## src/rtl/can_rx_reader.sv

```systemverilog
// rtl/can_rx_reader.sv - Canakari receive-frame reader: reads RX ID and data registers, clears the IRQ, presents the message.
module can_rx_reader #(
    parameter logic [15:0] RST_IRQ  = 16'h8070,
    parameter logic [4:0]  IRQ_ADDR = 5'b10010
) (
    input  logic        clock,
    input  logic        rst,
    input  logic        rec_irq,
    input  logic [4:0]  can_rec_select,
    input  logic [15:0] read_can,
    input  logic        rec_ready,
    output logic [4:0]  addr,
    output logic        read_en,
    output logic        write_en,
    output logic [15:0] write_can,
    output logic [75:0] rec_mes,
    output logic [4:0]  rec_bus_id,
    output logic        rec_valid,
    output logic        busy
);

    typedef enum logic [2:0] {IDLE, RD, CAP, CLR, OUT} state_t;

    state_t     state;
    logic [2:0] idx;

    function automatic logic [4:0] rd_addr(input logic [2:0] i);
        case (i)
            3'd0:    rd_addr = 5'b00101;
            3'd1:    rd_addr = 5'b00100;
            3'd2:    rd_addr = 5'b00011;
            3'd3:    rd_addr = 5'b00010;
            3'd4:    rd_addr = 5'b00001;
            default: rd_addr = 5'b00000;
        endcase
    endfunction

    // Strobes and address are registered on entry to RD/CLR so they last exactly that state's cycle.
    always_ff @(posedge clock or posedge rst) begin
        if (rst) begin
            state      <= IDLE;
            idx        <= 3'd0;
            addr       <= 5'd0;
            read_en    <= 1'b0;
            write_en   <= 1'b0;
            write_can  <= 16'd0;
            rec_mes    <= 76'd0;
            rec_bus_id <= 5'd0;
            rec_valid  <= 1'b0;
            busy       <= 1'b0;
        end else begin
            addr      <= 5'd0;
            read_en   <= 1'b0;
            write_en  <= 1'b0;
            write_can <= 16'd0;
            case (state)
                IDLE: begin
                    if (rec_irq) begin
                        rec_bus_id <= can_rec_select;
                        idx        <= 3'd0;
                        state      <= RD;
                        busy       <= 1'b1;
                        read_en    <= 1'b1;
                        addr       <= rd_addr(3'd0);
                    end
                end
                RD: begin
                    state <= CAP;
                end
                CAP: begin
                    case (idx)
                        3'd0: rec_mes[74:64] <= read_can[15:5];
                        3'd1: begin
                            rec_mes[63:56] <= read_can[15:8];
                            rec_mes[47:40] <= read_can[7:0];
                        end
                        3'd2: begin
                            rec_mes[55:48] <= read_can[15:8];
                            rec_mes[39:32] <= read_can[7:0];
                        end
                        3'd3: begin
                            rec_mes[7:0]  <= read_can[15:8];
                            rec_mes[15:8] <= read_can[7:0];
                        end
                        3'd4: begin
                            rec_mes[23:16] <= read_can[15:8];
                            rec_mes[31:24] <= read_can[7:0];
                        end
                        default: ;
                    endcase
                    if (idx == 3'd4) begin
                        state     <= CLR;
                        write_en  <= 1'b1;
                        addr      <= IRQ_ADDR;
                        write_can <= RST_IRQ;
                    end else begin
                        idx     <= idx + 3'd1;
                        state   <= RD;
                        read_en <= 1'b1;
                        addr    <= rd_addr(idx + 3'd1);
                    end
                end
                CLR: begin
                    state <= OUT;
                end
                OUT: begin
                    // Valid rises one cycle into OUT, after the interrupt clear has been issued.
                    if (!rec_valid) begin
                        rec_valid <= 1'b1;
                    end else if (rec_ready) begin
                        rec_valid <= 1'b0;
                        busy      <= 1'b0;
                        state     <= IDLE;
                    end
                end
                default: begin
                    state <= IDLE;
                    busy  <= 1'b0;
                end
            endcase
        end
    end

endmodule

```

## config.mk

```make
export PLATFORM = sky130hd
export DESIGN_NAME = can_rx_reader
export DESIGN_NICKNAME = d
export VERILOG_FILES = /design/src/rtl/can_rx_reader.sv
export SDC_FILE = /design/constraint.sdc
export NUM_CORES = 1
export LEC_CHECK = 0
export CAP_MARGIN = 30
export CORE_MARGIN = 4
export CORE_UTILIZATION = 30
export DETAILED_ROUTE_END_ITERATION = 6
export PLACE_DENSITY_LB_ADDON = 0.08
export SLEW_MARGIN = 20
export SYNTH_ARGS = -nofsm -noshare
export SYNTH_HDL_FRONTEND = slang
export SYNTH_SLANG_ARGS = --single-unit
```

## constraint.sdc

```tcl
create_clock -name clock -period 4.51 [get_ports clock]
set_input_delay 0.6765 -clock clock [delete_from_list [all_inputs] [get_ports clock]]
set_output_delay 0.6765 -clock clock [all_outputs]
set_load 0.01 [all_outputs]
```

==> results_dict.tcl, run 1 <==
set metrics [dict create \
    status "completed" \
    clk_path_buf_depth 2 \
    layout.cells.non_filler 548 \
    avgSynthCellArea_um2 15.0 \
    wire_per_inst_um 16.6 \
    relSlewSlack_pct 43.8 \
    antenna_found_initial 0 \
    cts_tree "built" \
    path_max_fanout 16 \
    grt_max_degree 43 \
    drive_above_1_share_pct 25.8 \
    drt_iter0_drc 120 \
    yosysWarnings 1 \
    path_clk_slew_ns 0.06 \
    critPathKind "flip-flop to flip-flop" \
    core_mm2 0.0126 \
    setup_viol 0 \
    nNetsFinal 406 \
    synth.most_common_cell "dfrtp_1" \
    ys_seq_area_share_pct 60.6 \
    place_worst_setup_slack_ns 2.23 \
    num_io_pins 131 \
    die_x_um 122 \
    netlist_area_mm2 0.00388 \
    startpoint_type "flip-flop" \
    ys_ff_latch 94 \
    start_util_pct 30.8 \
    p_leak_nw 2.39 \
    drv_cap 0 \
    cts_made_buffers 9 \
    grt_pass1_vias 2532 \
    clock_sinks 94 \
    ctsHoldBuffers 0 \
    synth.top_cells.by_count "94 x dfrtp_1, 72 x mux2_2, 22 x buf_4, 9 x mux2_1, 8 x ha_1" \
    worstPathRequired_ns 4.73 \
    num_rows 41 \
    worst_pin_slew_ns 0.843 \
    worstHoldPathCells 1 \
    fin_ws_ns 2.39 \
    whs_endpoint "rec_mes[18]$_DFFE_PP0P_" \
    hold_path_class "flip-flop to flip-flop" \
    min_from "rec_mes[18]$_DFFE_PP0P_" \
    min_period_ns 2.12 \
    portBuffers 116 \
    synth_area_leader_cell "dfrtp_1" \
    fmax_ghz 0.471 \
    vias 2417 \
    whs_ns 0.486 \
    skew_ns 0.00383 \
    grt_pass1_wl_um 14300 \
    worstReg2RegEnd "rec_mes[1]$_DFFE_PP0P_" \
    place.gp.congestion 0.709 \
    ys.flop_type "dfrtp_1" \
    reg2reg_slack_ns 2.39 \
    dp_hpwl_um 6330 \
    reg2regPathDepth 3 \
    rr_startpoint "state[2]$_DFFE_PP0P_" \
    synth_top_cell_area_share_pct 60.6 \
    postRouteAntennaNets 0 \
    synth_edf_count 0 \
    area_growth_pct 39.2 \
    ys_async_sr_fraction_pct 100 \
    clock_latency_ns 0.34 \
    cp_data_arrival_time_ns 2.35 \
    syn_inst 258 \
    yosysUniqueCellTypes 31 \
    fin_tns_setup_ns 0 \
    drc 0 \
    peakVddDrop_v 0.000231 \
    die_h_um 122 \
    cts_root_buffer "clkbuf_16" \
    dr.pass1.iters 4 \
    routed_via_density 4.41 \
    end_kind "flip-flop" \
    cts_max_level 3 \
    die_area_mm2 0.0148 \
    grt_usage_pct 13.0 \
    postCtsSetupBuffers 0 \
    wl_um 9110 \
    hold_violations 0 \
    diodes 0 \
    dp.cells 534 \
    min_period_over_period_pct 47.1 \
    power_density_mw_per_mm2 642 \
    slew_violations 0 \
    rsz0062_at_grt "no" \
    synthTopCellsByArea "dfrtp_1 61%, mux2_2 21%, buf_4 4.3%, mux2_1 2.6%, ha_1 2.6%" \
    cts_resized 0 \
    overflow 0 \
]
==> power by group <==
group,switching [mW],internal (mW),leakage [nW]
Clock,0.298,0.412,0.138
Combinational,0.527,0.855,1.07
Sequential,0.204,1.17,1.18
==> how the worst max path moves through the flow <==
stage / start / endpoint / slack [ns] / depth (start not counted)
detailed placement: rec_irq / rec_bus_id[4]$_DFFE_PP0P_ / 2.23 / 3
global route: state[2]$_DFFE_PP0P_ / rec_mes[8]$_DFFE_PP0P_ / 2.23 / 3
finish: state[2]$_DFFE_PP0P_ / rec_mes[1]$_DFFE_PP0P_ / 2.39 / 3
floorplan: rst / addr[0]$_DFF_PP0_ / 1.38 / 1
CTS: state[2]$_DFFE_PP0P_ / rec_mes[4]$_DFFE_PP0P_ / 2.32 / 3
global placement: rec_irq / rec_bus_id[0]$_DFFE_PP0P_ / 2.26 / 3
==> worst max-delay path: stages, from the launching register on <==
cell and delay (ns):
dfrtp_1 0.54, nor3b_2 0.32, and2_1 0.73, mux2_2 0.41
==> layout make-up <==
type,instances,area (um2)
timing repair buffer,118,1180
tap,172,215
inverter,5,21.3
sequential,94,2350
clock buffer,13,270
fill,1234,7220
multi-input combinational,145,1360
clock inverter,1,5.00
==> flip-flops by register name, indices dropped and copies added, names as in the netlist <==
name / flops
state: 3
write_can: 1
busy: 1
rec_mes: 75
rec_valid: 1
addr: 4
rec_bus_id: 5
read_en: 1
idx: 3
==> placed cells by master (no fill, tap or decap), types with 2 or more instances in the layout <==
| cell | n |
|---|---|
| a21oi_1 | 2 |
| a22oi_1 | 3 |
| buf_4 | 2 |
| clkbuf_16 | 9 |
| clkbuf_8 | 3 |
| clkdlybuf4s50_1 | 116 |
| conb_1 | 14 |
| dfrtp_1 | 94 |
| ha_1 | 8 |
| inv_1 | 4 |
| mux2_1 | 9 |
| mux2_2 | 72 |
| mux2i_1 | 2 |
| nand2_1 | 7 |
| nand2_2 | 2 |
| nand3_1 | 3 |
| nor2_1 | 5 |
| o21ai_0 | 4 |
==> metrics by stage <==
stage | cell area (um2) | utilization [%] | power, mW
final | 5400 | 42.8 | 3.47
after global routing | 5400 | 42.8 | 3.70
after CTS | 5400 | 42.8 | 3.54
after detailed placement | 5130 | 40.6 | 2.80
after global placement | 5130 | 40.6 | 2.79
after floorplan | 3930 | - | 2.02
==> per-layer routing <==
| layer | GRT usage, % | vias to the layer above | wire [um] |
|---|---|---|---|
| met1 | 17.4 | 1214 | 4170 |
| met2 | 18.5 | 95 | 3970 |
| met5 | 0 | - | 0 |
| met4 | 4.83 | 0 | 146 |
| li1 | - | 1098 | - |
| met3 | 5.66 | 10 | 823 |
==> cell families (layout without fill, tap and decap cells) <==
logic type / count (synthesis) / after routing / synth area share, %
flip-flops: 94 / 94 / 60.6
multiplexers: 83 / 83 / 24.0
buffers and inverters: 32 / 137 / 5.54
AND/OR/NAND/NOR: 27 / 27 / 4.96
AO/OA/AOI/OAI: 13 / 13 / 2.19
adder cells (fa/ha/maj): 8 / 8 / 2.58
other: 1 / 14 / 0.0966
Note: power is estimated with default switching activity, not from simulation.
==> run 2, diff against run 1 <==
clock period = 2.2 ns   (was 4.51 ns; I/O delays follow)
==> run 2 against run 1 <==
Clock-buffer cell count grew 1. Hold slack lost 0.15 ns. First-iteration DRC count shrank 13%. Sequential power grew 100%. Critical path depth is the same. Sequential cell count is the same. Combinational power grew 110%.
==> results_dict.tcl, run 2 (same netlist as run 1, synthesis figures left out) <==
set metrics [dict create \
    drv_cap 0 \
    cpPeakStageDelay_ns 0.53 \
    end_kind "flip-flop" \
    min_period_ns 1.88 \
    overflow 0 \
    clk_path_buf_depth 2 \
    cts_resized 0 \
    relSlewSlack_pct 64.0 \
    critPathKind "flip-flop to flip-flop" \
    worst_pin_slew_ns 0.538 \
    nNetsFinal 412 \
    drc 0 \
    num_io_pins 131 \
    mostFrequentLayoutCell "clkdlybuf4s50_1" \
    fillers 1214 \
    worstPathRequired_ns 2.42 \
    die_h_um 122 \
    postCtsSetupBuffers 0 \
    hold_path_class "input pin to async pin" \
    cp_data_arrival_time_ns 2.10 \
    postPlaceCellArea_mm2 0.00520 \
    place.gp.congestion 0.798 \
    grt_usage_pct 12.6 \
    switching_power_mw 2.12 \
    fin_util_pct 43.7 \
    dr.pass1.iters 4 \
    area_growth_pct 42.2 \
    ctsHoldBuffers 0 \
    hold_violations 0 \
    power_density_mw_per_mm2 1330 \
    grt_pass1_wl_um 14100 \
    num_rows 41 \
    peakVddDrop_v 0.000550 \
    wl_um 8890 \
    p_leak_nw 2.44 \
    path_cells "or3b_4 -> nor2_8 -> mux2_2" \
    rsz0062_at_grt "no" \
    vias 2404 \
    path_max_fanout 17 \
    antenna_found_initial 0 \
    cts_root_buffer "clkbuf_16" \
    startpoint_type "flip-flop" \
    grt_pass1_vias 2496 \
    multi_input_area_mm2 0.00136 \
    clock_sinks 94 \
    clock_latency_ns 0.34 \
    drt_iter0_drc 105 \
    p_sw_share_pct 29.0 \
    design_area_mm2 0.00552 \
    skew_ns 0.00564 \
    reg2regPathDepth 3 \
    core_mm2 0.0126 \
    largest_register "rec_mes" \
    final_cell_mix "116 x clkdlybuf4s50_1, 94 x dfrtp_1, 72 x mux2_2, 14 x conb_1" \
    slew_violations 0 \
    routed_via_density 4.32 \
    cts_tree "built" \
    diodes 0 \
    start_util_pct 30.8 \
    fin_tns_setup_ns 0 \
    ff_latch_area_mm2 0.00235 \
    path_clk_slew_ns 0.06 \
    die_x_um 122 \
    top_regs "rec_mes (75), rec_bus_id (5), addr (4)" \
    pwr-share-comb_pct 39.3 \
    drive_above_1_share_pct 27.3 \
    setup_viol 0 \
    die_area_mm2 0.0148 \
    p_int_mw 5.21 \
    critPathSlowestCell "dfrtp_1" \
    sequentialPowerShare_pct 38.4 \
    min_period_over_period_pct 85.5 \
    status "completed" \
    total_power_mw 7.33 \
    fmax_ghz 0.531 \
    cts_made_buffers 9 \
    power_frac_clock_pct 22.3 \
    grt_max_degree 44 \
    postRouteAntennaNets 0 \
    largest_reg_flops 75 \
    portBuffers 116 \
    cts_max_level 3 \
    dp_hpwl_um 6290 \
    wire_per_inst_um 16.0 \
]
[run 2: routing by layer]
metal	up-vias	wire [um]	track usage, %
li1	1112	-	-
met1	1196	3890	16.1
met2	88	4050	18.3
met3	8	831	5.57
met4	0	124	5.81
met5	-	0	0
[run 2: path summary, 6_finish.rpt]
path                                    startpoint                 endpoint  slack, ns
hold reg to reg            rec_mes[16]$_DFFE_PP0P_  rec_mes[16]$_DFFE_PP0P_       0.49
hold / removal                                 rst  rec_mes[13]$_DFFE_PP0P_       0.34
min in group clock         rec_mes[16]$_DFFE_PP0P_  rec_mes[16]$_DFFE_PP0P_       0.49
max in group asynchronous                      rst  rec_mes[53]$_DFFE_PP0P_       1.30
setup reg to reg              state[2]$_DFFE_PP0P_  rec_mes[29]$_DFFE_PP0P_       0.32
setup / recovery              state[2]$_DFFE_PP0P_  rec_mes[29]$_DFFE_PP0P_       0.32
[run 2: power groups by stage]
stage	Clock [mW]	Sequential, mW	Combinational, mW
finish	1.64	2.81	2.88
global route	1.76	2.92	3.11
CTS	1.69	2.83	2.94
detailed placement	0	2.85	2.93
global placement	0	2.83	2.92
floorplan	0	3.05	1.09
[run 2: final cells by class]
type / count / share of cell area [%]
flip-flops and latches: 94 / 42.6
well taps: 172 / 3.90
multi-input cells: 145 / 24.7
inverters: 5 / 0.408
clock buffers: 14 / 5.15
repair buffers: 124 / 22.6
clock inverters: 2 / 0.680
[run 2: worst max-delay path, delay by kind of cell (launching register included)]
family           cells  cell delay, ns
flip-flops           1            0.53
multiplexers         1            0.39
AND/OR/NAND/NOR      2            0.84
[run 2: per-stage QoR]
stage | cells | hold slack, ns | setup slack [ns]
after CTS | 556 | 0.329 | 0.282
after floorplan | 271 | 0.465 | 0.467
final | 556 | 0.338 | 0.318
after detailed placement | 540 | 0.477 | 0.286
after global routing | 556 | 0.351 | 0.170
after global placement | 540 | 0.470 | 0.335
==> run 3, diff against run 2 <==
SLEW_MARGIN = default   (was 20)
==> results of run 3 <==
No change in the layout: final DEF, timing and power equal those of run 2.
